## config.mk

```make
export PLATFORM = sky130hd
export DESIGN_NAME = wb_arbiter
export DESIGN_NICKNAME = d
export VERILOG_FILES = /design/src/rtl/rv_pkg.sv /design/src/rtl/rr_picker.sv /design/src/rtl/wb_arbiter.sv
export SDC_FILE = /design/constraint.sdc
export NUM_CORES = 1
export LEC_CHECK = 0
export ABC_AREA = 0
export CORE_ASPECT_RATIO = 2
export CORE_MARGIN = 5
export CORE_UTILIZATION = 33
export CTS_CLUSTER_SIZE = 40
export DETAILED_ROUTE_END_ITERATION = 10
export PLACE_DENSITY = 0.68
export SLEW_MARGIN = 20
export SYNTH_ARGS = -nofsm -noshare
export SYNTH_HDL_FRONTEND = slang
export SYNTH_SLANG_ARGS = --single-unit
```

## constraint.sdc

```tcl
create_clock -name clk -period 3.04 [get_ports clk]
set_clock_uncertainty 0.15 [all_clocks]
set_input_delay 0.456 -clock clk [delete_from_list [all_inputs] [get_ports clk]]
set_output_delay 0.456 -clock clk [all_outputs]
set_load 0.05 [all_outputs]
```

## src/rtl/rv_pkg.sv

```systemverilog
// Shared writeback-path constants: default widths and requester slot indices.
package rv_pkg;

   localparam int DEF_NUM_REQ    = 3;
   localparam int DEF_DATA_WIDTH = 32;
   localparam int DEF_ADDR_WIDTH = 5;
   localparam int DEF_ID_WIDTH   = 2;

   localparam int REQ_ALU = 0;
   localparam int REQ_LSU = 1;
   localparam int REQ_CSR = 2;

   // Next index around a ring of n slots.
   function automatic int wrap_inc(input int idx, input int n);
      return (idx + 1 >= n) ? 0 : idx + 1;
   endfunction

endpackage

```

## src/rtl/rr_picker.sv

```systemverilog
// Round-robin pick: first set request at or after ptr, wrapping modulo NUM_REQ.
module rr_picker #(
   parameter int NUM_REQ  = 3,
   parameter int ID_WIDTH = 2
) (
   input  logic [NUM_REQ-1:0]  req,
   input  logic [ID_WIDTH-1:0] ptr,
   output logic [NUM_REQ-1:0]  grant,
   output logic [ID_WIDTH-1:0] grant_idx,
   output logic                any_grant
);

   int idx;

   always_comb begin
      grant     = '0;
      grant_idx = '0;
      any_grant = 1'b0;
      idx       = 0;
      // Walk offsets from far to near so the nearest requester wins.
      for (int k = NUM_REQ - 1; k >= 0; k--) begin
         idx = (int'(ptr) + k) % NUM_REQ;
         if (req[idx]) begin
            grant      = '0;
            grant[idx] = 1'b1;
            grant_idx  = ID_WIDTH'(idx);
            any_grant  = 1'b1;
         end
      end
   end

endmodule

```

## src/rtl/wb_arbiter.sv

```systemverilog
// Writeback arbiter: round-robin selection of one requester per cycle into a
// registered register-file write port, with hold (freeze) and flush (drop).
module wb_arbiter
   import rv_pkg::*;
#(
   parameter int NUM_REQ    = DEF_NUM_REQ,
   parameter int DATA_WIDTH = DEF_DATA_WIDTH,
   parameter int ADDR_WIDTH = DEF_ADDR_WIDTH,
   parameter int ID_WIDTH   = DEF_ID_WIDTH
) (
   input  logic                           clk,
   input  logic                           rst_n,
   input  logic                           flush,
   input  logic                           hold,
   input  logic [NUM_REQ-1:0]             req_valid,
   input  logic [NUM_REQ*ADDR_WIDTH-1:0]  req_rd,
   input  logic [NUM_REQ*DATA_WIDTH-1:0]  req_data,
   output logic [NUM_REQ-1:0]             req_ready,
   output logic                           rf_write_enable,
   output logic [ADDR_WIDTH-1:0]          rf_rd,
   output logic [DATA_WIDTH-1:0]          rf_write_data,
   output logic [ID_WIDTH-1:0]            grant_id
);

   logic [ID_WIDTH-1:0]   rr_ptr;
   logic [ID_WIDTH-1:0]   pick_idx;
   logic [NUM_REQ-1:0]    pick_onehot;
   logic                  pick_any;
   logic                  block;
   logic                  transfer;
   logic [ADDR_WIDTH-1:0] sel_rd;
   logic [DATA_WIDTH-1:0] sel_data;

   rr_picker #(
      .NUM_REQ  (NUM_REQ),
      .ID_WIDTH (ID_WIDTH)
   ) u_picker (
      .req       (req_valid),
      .ptr       (rr_ptr),
      .grant     (pick_onehot),
      .grant_idx (pick_idx),
      .any_grant (pick_any)
   );

   // No acceptance while the pipe is flushing, frozen or in reset.
   assign block     = flush | hold | ~rst_n;
   assign req_ready = block ? '0 : pick_onehot;
   assign transfer  = pick_any & ~block;

   assign sel_rd   = req_rd[int'(pick_idx)*ADDR_WIDTH +: ADDR_WIDTH];
   assign sel_data = req_data[int'(pick_idx)*DATA_WIDTH +: DATA_WIDTH];

   always_ff @(posedge clk) begin
      if (!rst_n)
         rr_ptr <= '0;
      else if (transfer)
         rr_ptr <= ID_WIDTH'(wrap_inc(int'(pick_idx), NUM_REQ));
   end

   // Flush beats hold; hold keeps the staged write so it repeats harmlessly.
   always_ff @(posedge clk) begin
      if (!rst_n) begin
         rf_write_enable <= 1'b0;
         rf_rd           <= '0;
         rf_write_data   <= '0;
         grant_id        <= '0;
      end else if (flush) begin
         rf_write_enable <= 1'b0;
      end else if (!hold) begin
         rf_write_enable <= transfer && (sel_rd != '0);
         if (transfer) begin
            rf_rd         <= sel_rd;
            rf_write_data <= sel_data;
            grant_id      <= pick_idx;
         end
      end
   end

endmodule

```

### Yosys cells after proc, flatten, opt, wreduce, memory -nomap -nowiden

Index checks and enable logic that the tools add are counted.

| storage, ports and cells | value |
|---|---|
| logic and storage cells | 61 |
| flip-flop bits (word level) | 42 |
| input port bits | 118 |
| output and inout port bits | 43 |

| operators by class | value |
|---|---|
| reductions and logical operators | 7 |
| add/sub/neg operators | 3 |
| bitwise gates (word level) | 7 |
| multiply operators | 1 |
| shifts and indexed selects | 2 |
| multiplexer cells | 26 |
| div/mod/pow operators | 3 |
| order comparisons | 7 |

Operator list:

| kind | number |
|---|---|
| 32-bit by 1-bit greater-or-equal comparator with 1-bit output (second input constant) | 3 |
| 32-bit by 4-bit < comparator with 1-bit output (second input constant) | 3 |
| 96-bit by 8-bit indexed part select with 32-bit output | 1 |
| 32-bit by 3-bit modulo with 32-bit output (second input constant) | 2 |
| 3-bit by 3-bit modulo with 32-bit output (second input constant) | 1 |
| 15-bit by 6-bit indexed part select with 5-bit output | 1 |
| 1-bit two-way mux | 12 |
| 3-bit two-way mux | 4 |
| 2-bit two-way mux | 4 |
| 2-bit by 1-bit adder with 3-bit output (second input constant) | 2 |
| 1-bit binary-select mux with 2-bit select | 3 |
| 1-bit demux with 2-bit select | 3 |
| 2-bit by 3-bit multiplier with 5-bit output (second input constant) | 1 |
| 5-bit nonzero test | 1 |
| 1-bit logical AND | 4 |
| 1-bit inverter | 4 |
| 2-bit by 2-bit adder with 3-bit output (second input constant) | 1 |
| 3-bit by 2-bit greater-or-equal comparator with 1-bit output (second input constant) | 1 |
| 3-bit AND reduction | 1 |
| 1-bit OR | 2 |
| 2-bit OR reduction | 1 |
| 1-bit AND | 1 |

### Depth between registers and ports, before layout

Gate-level depths: netlist of run 1.

| logic depth | value |
|---|---|
| depth in word-level cells | 12 |
| depth in mapped cells | 11 |
| mapped depth without buffers | 8 |

### Hierarchy

Synthesis of run 1 repeated with hierarchy kept, for this count alone.

| unflattened totals | value |
|---|---|
| cell total of the unflattened synthesis | 290 |
| area, all modules | 2,690.1 um^2 |

By module, submodules not included:

| module | cells each | times used | area an instance (um^2) | seq. area each (um^2) |
|---|---|---|---|---|
| wb_arbiter | 245 | 1 | 2,344.7 | 840.8 |
| rr_picker | 45 | 1 | 345.3 | 0.0 |

### Least setup slack after synthesis of run 1

OpenSTA, ideal clock, no wires.

| path | value |
|---|---|
| path type | register to output |
| from | register rr_ptr[0] |
| to | output port req_ready[1] |
| arrival time | 2,145 ps |
| data required time | 2,434 ps |
| slack | 289 ps |
| cell stages (with the launch flop) | 7 |
| path buffers | 1 |
| path through | dfxtp_1 > inv_1 > ha_1 > buf_4 > o41ai_1 > nand3b_1 > a21oi_1 |

| between the ends | value |
|---|---|
| cells in the longest elaborated chain, start to end | 10 |
| elaborated cells on any way between the ends | 33 |
| those cells by class | 2 x add/sub; 3 x div; 6 x order compare; 19 x mux; 3 x reduce/logical |

RTL lines:

| item | line | text |
|---|---|---|
| start, declared | wb_arbiter.sv:25 | `logic [ID_WIDTH-1:0] rr_ptr;` |
| start signal, assigned | wb_arbiter.sv:57 | `rr_ptr <= ID_WIDTH'(wrap_inc(int'(pick_idx), NUM_REQ));` |
| 2-bit by 2-bit adder with 3-bit output | rr_picker.sv:22 | `idx = (int'(ptr) + k) % NUM_REQ;` |
| 32-bit by 3-bit modulo with 32-bit output | rr_picker.sv:22 |  |
| 32-bit by 1-bit greater-or-equal comparator with 1-bit output (implied by the code) / 32-bit by 4-bit < comparator with 1-bit output (equally long branches) | rr_picker.sv:25 | `grant[idx] = 1'b1;` |
| 1-bit logical AND (implied by the code) | rr_picker.sv:25 |  |
| 1-bit two-way mux (implied by the code) | rr_picker.sv:25 |  |
| 1-bit demux with 2-bit select | - |  |
| 3-bit two-way mux (2 in a row) | rr_picker.sv:23 | `if (req[idx]) begin` |
| 3-bit two-way mux * | rr_picker.sv:23 |  |
| 3-bit two-way mux * | wb_arbiter.sv:47 | `assign req_ready = block ? '0 : pick_onehot;` |
| end, declared | wb_arbiter.sv:18 | `output logic [NUM_REQ-1:0] req_ready,` |

Every way passes the cells marked *; elsewhere a longest branch is shown, timed or not. The select of a mux whose other input is x is not followed.

### Worst setup path in the final report of run 1

| path | value |
|---|---|
| from | input port req_valid[1] |
| to | output port req_ready[1] |

| between the ends | value |
|---|---|
| cells in the longest elaborated chain, start to end | 7 |
| elaborated cells on any way between the ends | 13 |
| those cells by class | 13 x mux |

RTL lines:

| item | line | text |
|---|---|---|
| start, declared | wb_arbiter.sv:15 | `input logic [NUM_REQ-1:0] req_valid,` |
| 1-bit binary-select mux with 2-bit select | rr_picker.sv:23 |  |
| 1-bit two-way mux (implied by the code) (2 in a row) | rr_picker.sv:23 |  |
| 3-bit two-way mux (2 in a row) | rr_picker.sv:23 |  |
| 3-bit two-way mux * | rr_picker.sv:23 |  |
| 3-bit two-way mux * | wb_arbiter.sv:47 |  |

Marks and branches as above.

==> results of run 1 <==
## worst reg2reg max path, stage by stage (launching register included)
cell     delay (ps)
dfxtp_1         390
inv_1            90
ha_2            470
mux2i_1         460
a41o_2          490
buf_4           230
o21ai_0          80
a21oi_1         160
o21a_1          120
## what timing repair did
item / 4_1_cts / 5_1_grt
endpoints found under the setup margin: 0 / 3
buffers inserted: 0 / 0
gates resized for setup: 0 / 1
## report_power, final
| group | switching [uW] | internal, uW |
|---|---|---|
| sequential | 15.7 | 579 |
| clock | 217 | 326 |
| combinational | 302 | 290 |
| total | 535 | 1200 |
## through the flow
stage / hold slack (ps) / power (uW) / cells
after global placement: 306 / 1190 / 578
after detailed placement: 317 / 1200 / 578
after CTS: 328 / 1750 / 586
after floorplan: 377 / 916 / 337
after global routing: 341 / 1810 / 586
final: 320 / 1730 / 586
## synthesized netlist by cell type, drive strengths merged
library cell	count
nor2b	1
o211a	1
buf	30
a41o	1
nor3b	1
o21a	32
a32o	1
ha	4
nand3	39
or3b	2
inv	5
a21oi	37
a211oi	1
nand4	2
o211ai	3
mux2i	5
or3	1
nand2	5
dfxtp	42
a311oi	5
o22ai	1
clkbuf	7
o21bai	1
nand4b	1
nand3b	2
a22o	32
o21ai	43
nand2b	4
nor2	10
and2	2
a21boi	1
a41oi	1
o41ai	2
and3	1
nor4	3
a31o	5
a311o	1
nor3	1
o2111ai	1
## sequential cells by signal, summed over array words and instances, names as in the netlist
| register | count |
|---|---|
| rf_write_enable | 1 |
| rf_write_data | 32 |
| rf_rd | 5 |
| rr_ptr | 2 |
| grant_id | 2 |
## worst min path at each step
| stage | start | end | slack, ps | cells after the start |
|---|---|---|---|---|
| final | rf_rd[4] | rf_rd[4] | 320 | 2 |
| after detailed placement | rf_rd[4] | rf_rd[4] | 320 | 2 |
| after floorplan | rr_ptr[0] | rr_ptr[0] | 380 | 1 |
| after global placement | rf_rd[1] | rf_rd[1] | 310 | 1 |
| after CTS | rf_rd[4] | rf_rd[4] | 330 | 2 |
| after global routing | rf_rd[4] | rf_rd[4] | 340 | 2 |
## cell families after synthesis
group,count (synthesis)
DFF,42
and+or+nand+nor,75
buffers and inverters,42
muxes,5
adders and majority gates,4
AOI/OAI and AO/OA,169
## cell type report
cell class | instances | share of cell area
timing repair buffer | 180 | 0.391
multi-input combinational | 253 | 0.365
sequential | 42 | 0.181
clock buffer | 7 | 0.0308
tap | 98 | 0.0264
inverter | 5 | 0.00405
clock inverter | 1 | 0.00108
## metal layers
layer	track usage	routed length [microns]	up-vias
li1	-	-	1582
met1	0.226	3880	1580
met2	0.392	6220	128
met3	0.0356	568	32
met4	0.125	651	0
met5	0	0	-
==> impl_metrics.csv, run 1 <==
group,metric,value,unit
critical_path,worstSetupStartpointType,"primary input",
floorplan,dieWidth,74.2,microns
clock_tree,insertion_delay,280,ps
synthesis,synth_top_area_cell,"dfxtp_1",
worst_hold_path,hold_class,"reg2reg",
clock_tree,path_clk_slew,60,ps
critical_path,cp.arrival,2330,ps
synthesis,yosysTopAreaCellShare,0.309,
global_routing,grt_pass1_wl,17400,microns
drt,first_pass_iters,4,
critical_path,cp_top_family,"buffers and inverters",
sta,max_freq,340,MHz
critical_path,cp.buffers_inverters,3,
critical_path,cp_cell_sequence,"clkdlybuf4s50_1, inv_1, or3_1, o21ai_1, nand2_1, a21oi_1, buf_12",
floorplan,initial_core_util,0.333,
critical_path,crit_path_end,"req_ready[1]",
drt,wl,11300,microns
clock_tree,cts_root_buf,"clkbuf_16",
sta,maxSlewViolCount,0,
critical_path,cp_num_cells,7,
clock_tree,cts_sinks,42,
synthesis,synthCells,337,
power,irDropWorstVdd,0.365,mV
drt,dr_total_vias,3322,
clock_tree,cts_buffers,5,
clock_tree,clock_path_buffers,2,
clock_tree,cts_hold_buf,0,
synthesis,ys_ff_latch,42,
final_layout,syn2layout_area_growth,70.3,%
synthesis,synth_top_family_by_area,"compound AO/OA/AOI/OAI gates",
sta,setup_viol,0,
synthesis,synth-simple-area-share,0.148,
critical_path,max_stage_delay,690,ps
placed_design,pre_cts_ws,136,ps
final_layout,final_common_cell,"clkdlybuf4s50_1",
global_routing,overflow,0,
outcome,status,"completed",
synthesis,yosys_warnings,0,
critical_path,r2r_cells,8,
synthesis,yosys.area_share.adder,0.0184,
global_routing,grt_antenna_before_repair,0,
synthesis,synth_area_per_cell,8.08,sq um
final_layout,fillers,795,
final_layout,seq_area,841,sq um
sta,fin_crit,2940,ps
sta,fin_ws,102,ps
placed_design,placed_cell_area,4490,sq um
final_layout,final_layout_size_suffix_gt1_frac,0.0902,
floorplan,dieArea,10300,sq um
critical_path,endpoint_kind,"output pin",
final_layout,num_antenna_cells,0,
sta,hold_viol,0,
synthesis,ys_seq_area_frac,0.309,
sta,slew-limit-headroom,0.607,
drt,drtAntennaViolNets,0,
synthesis,synth_xor_area_frac,0,
critical_path,r2r_end,"rf_write_data[2]",
synthesis,synth_mux_area_frac,0.0184,
critical_path,required,2430,ps
drt,wl_per_cell,19.3,microns
final_layout,nets,609,
final_layout,layout_common_cells,"clkdlybuf4s50_1, dfxtp_1, nand3_1, a21oi_1",
synthesis,syn-cell-area,2720,sq um
synthesis,syn_nets,459,
sta,worst_pin_slew,588,ps
drt,drc_errors,0,
synthesis,synthTopCellsByArea,"dfxtp_1, a22o_1, o21a_1",
power,power_leakage,0.00173,uW
floorplan,fp.dieH,138,microns
global_routing,grt_max_degree,44,
critical_path,rr_startpoint,"rr_ptr[0]",
synthesis,ys_types,50,
critical_path,path_max_fanout,9,
critical_path,crit_type,"in2out",
placed_design,place_congestion,0.831,
sta,rsz0062_at_grt,"false",
floorplan,row_count,47,
sta,period_share,0.966,
floorplan,core_area,8170,sq um
final_layout,final_util,0.567,
clock_tree,htreeDepth,2,
placed_design,io_buffers,160,
critical_path,cp-startpoint,"req_valid[1]",
global_routing,first_global_vias,3365,
sta,fin_setup_tns,0,ps
floorplan,ios,161,
flow_run,cap_violations,0,
placed_design,dp_hpwl,8560,microns
drt,routed_via_density,5.67,
power,pwr_density_cell,373,nW/um^2
synthesis,synth-compound-area-share,0.425,
final_layout,multi_input_area,1690,sq um
critical_path,reg2reg_slack,330,ps
final_layout,stdcell_area,4640,sq um
clock_tree,cts_tree,"built",
global_routing,track_usage,0.218,
drt,drt_iter0_drc,190,
critical_path,slowest_stage,"clkdlybuf4s50_1",
Power figures use the tool's default switching activity.
==> inputs of run 2 (changes only) <==
CORE_ASPECT_RATIO = 0.7   (was 2)
==> impl_metrics.csv, run 2 (same netlist as run 1, synthesis figures left out) <==
group,metric,value,unit
worst_hold_path,hold_class,"reg2reg",
clock_tree,insertion_delay,280,ps
sta,rsz0062_at_grt,"false",
sta,fin_setup_tns,0,ps
sta,setup_viol,0,
sta,maxSlewViolCount,0,
clock_tree,htreeDepth,2,
final_layout,seq_area,841,sq um
floorplan,dieWidth,119,microns
placed_design,io_buffers,160,
floorplan,core_area,7940,sq um
critical_path,required,2430,ps
critical_path,path_max_fanout,14,
power,irDropWorstVdd,0.208,mV
final_layout,nets,605,
global_routing,track_usage,0.198,
drt,drt_iter0_drc,206,
sta,holdWs,308,ps
global_routing,grt_pass1_wl,16800,microns
power,swShare,0.305,
clock_tree,cts_hold_buf,0,
critical_path,cp.arrival,2260,ps
clock_tree,cts_tree,"built",
final_layout,final_layout_size_suffix_gt1_frac,0.0826,
final_layout,final_util,0.579,
final_layout,reg.largest.list,"rf_write_data (32), rf_rd (5)",
power,netSwitchingPower,523,uW
global_routing,overflow,0,
placed_design,dp_hpwl,7750,microns
final_layout,fillers,712,
global_routing,first_global_vias,3201,
sta,slew-limit-headroom,0.622,
sta,fin_crit,2870,ps
final_layout,top_register,"rf_write_data",
floorplan,fp.dieH,86.0,microns
drt,first_pass_iters,5,
placed_design,place_congestion,0.866,
critical_path,cp_cell_sequence,"inv_1, ha_2, nand3b_1, o21ai_1, mux2i_1, o22ai_1, mux2i_1, nor2_1, buf_12",
global_routing,grt_max_degree,46,
drt,drc_errors,0,
flow_run,cap_violations,0,
floorplan,ios,161,
drt,wl_per_cell,18.3,microns
final_layout,syn2layout_area_growth,68.8,%
drt,routed_via_density,5.56,
critical_path,crit_type,"reg2out",
floorplan,dieArea,10200,sq um
clock_tree,cts_buffers,5,
sta,max_freq,348,MHz
clock_tree,cts_setup_buffers,0,
sta,hold_viol,0,
outcome,status,"completed",
sta,period_share,0.944,
critical_path,crit_top_cell,"mux2i_1",
power,power_leakage,0.00170,uW
power,p_comb_frac,0.339,
critical_path,max_stage_delay,470,ps
global_routing,grt_antenna_before_repair,0,
clock_tree,path_clk_slew,60,ps
final_layout,final_common_cell,"clkdlybuf4s50_1",
drt,drtAntennaViolNets,0,
drt,wl,10700,microns
power,p_int,1190,uW
sta,worst_pin_slew,565,ps
power,seqPwrFrac,0.349,
floorplan,initial_core_util,0.343,
floorplan,row_count,27,
clock_tree,clock_path_buffers,2,
final_layout,largest_reg_flops,32,
power,p_clk_frac,0.312,
critical_path,slowest_stage,"ha_2",
final_layout,multi_input_area,1700,sq um
clock_tree,cts_root_buf,"clkbuf_16",
final_layout,layout_common_cells,"clkdlybuf4s50_1, dfxtp_1, nand3_1, a21oi_1",
critical_path,worstSetupStartpointType,"flip-flop",
final_layout,num_antenna_cells,0,
critical_path,endpoint_kind,"output pin",
clock_tree,cts_sinks,42,
power,pwr_density_cell,372,nW/um^2
drt,dr_total_vias,3250,
## run 2: cell types whose count changed in the layout (fill, tap and decap cells not counted), sizes merged
cell	previous run	this run
dlymetal6s2s	0	1
buf	24	19
## run 2: layout make-up
class	count	area share
Multi-Input combinational cell	253	0.369
Clock buffer	7	0.0310
Inverter	5	0.00408
Clock inverter	1	0.00109
Tap cell	101	0.0275
Sequential cell	42	0.183
Timing Repair Buffer	176	0.384
## run 2: final timing paths
| kind | startpoint | end | slack [ps] | cells past startpoint |
|---|---|---|---|---|
| worst max-delay path | rr_ptr[0] | req_ready[0] | 170 | 9 |
| worst max register to register | rr_ptr[0] | rf_rd[0] | 370 | 8 |
| worst min-delay path | rf_rd[4] | rf_rd[4] | 310 | 2 |
| worst min register to register | rf_rd[4] | rf_rd[4] | 310 | 2 |
## run 2: per-layer routing
metal  GRT usage  up-vias  wire (microns)
li1            -     1571               -
met1       0.259     1505            4710
met2       0.305      170            4630
met3      0.0890        4            1270
met4      0.0350        0              61
met5           0        -               0
## run 2: what timing repair did
item	CTS	global route
hold endpoints to repair	0	0
gates resized for setup	0	3
setup endpoints to repair	0	3
## run 2: stage by stage
step                      instance area (sq um)  setup slack, ps  cells  total power (uW)
after floorplan                            2720              289    337               916
after global placement                     4440              177    577              1180
after detailed placement                   4440              114    577              1180
after CTS                                  4590             47.9    585              1730
after global routing                       4600             42.8    585              1790
final                                      4600              171    585              1710
## run 2: power groups by stage
stage          registers (uW)  clock network, uW  logic (uW)
2_1_floorplan             699                  0         217
6_report                  597                534         581
3_3_place_gp              607                  0         575
4_1_cts                   596                550         580
5_1_grt                   600                573         619
3_5_place_dp              608                  0         577
## run 2: critical path: cells and delay by family (launching register included)
kind	cells	cell delay, ps
AOI/OAI and AO/OA	2	310
adders and majority gates	1	470
buffers and inverters	2	260
DFF	1	390
muxes	2	180
and+or+nand+nor	2	380
==> inputs of run 3 (changes only) <==
CTS_CLUSTER_SIZE = 20   (was 40)
==> results of run 3 <==
The final DEF is identical to that of run 2; final timing and power are the same.
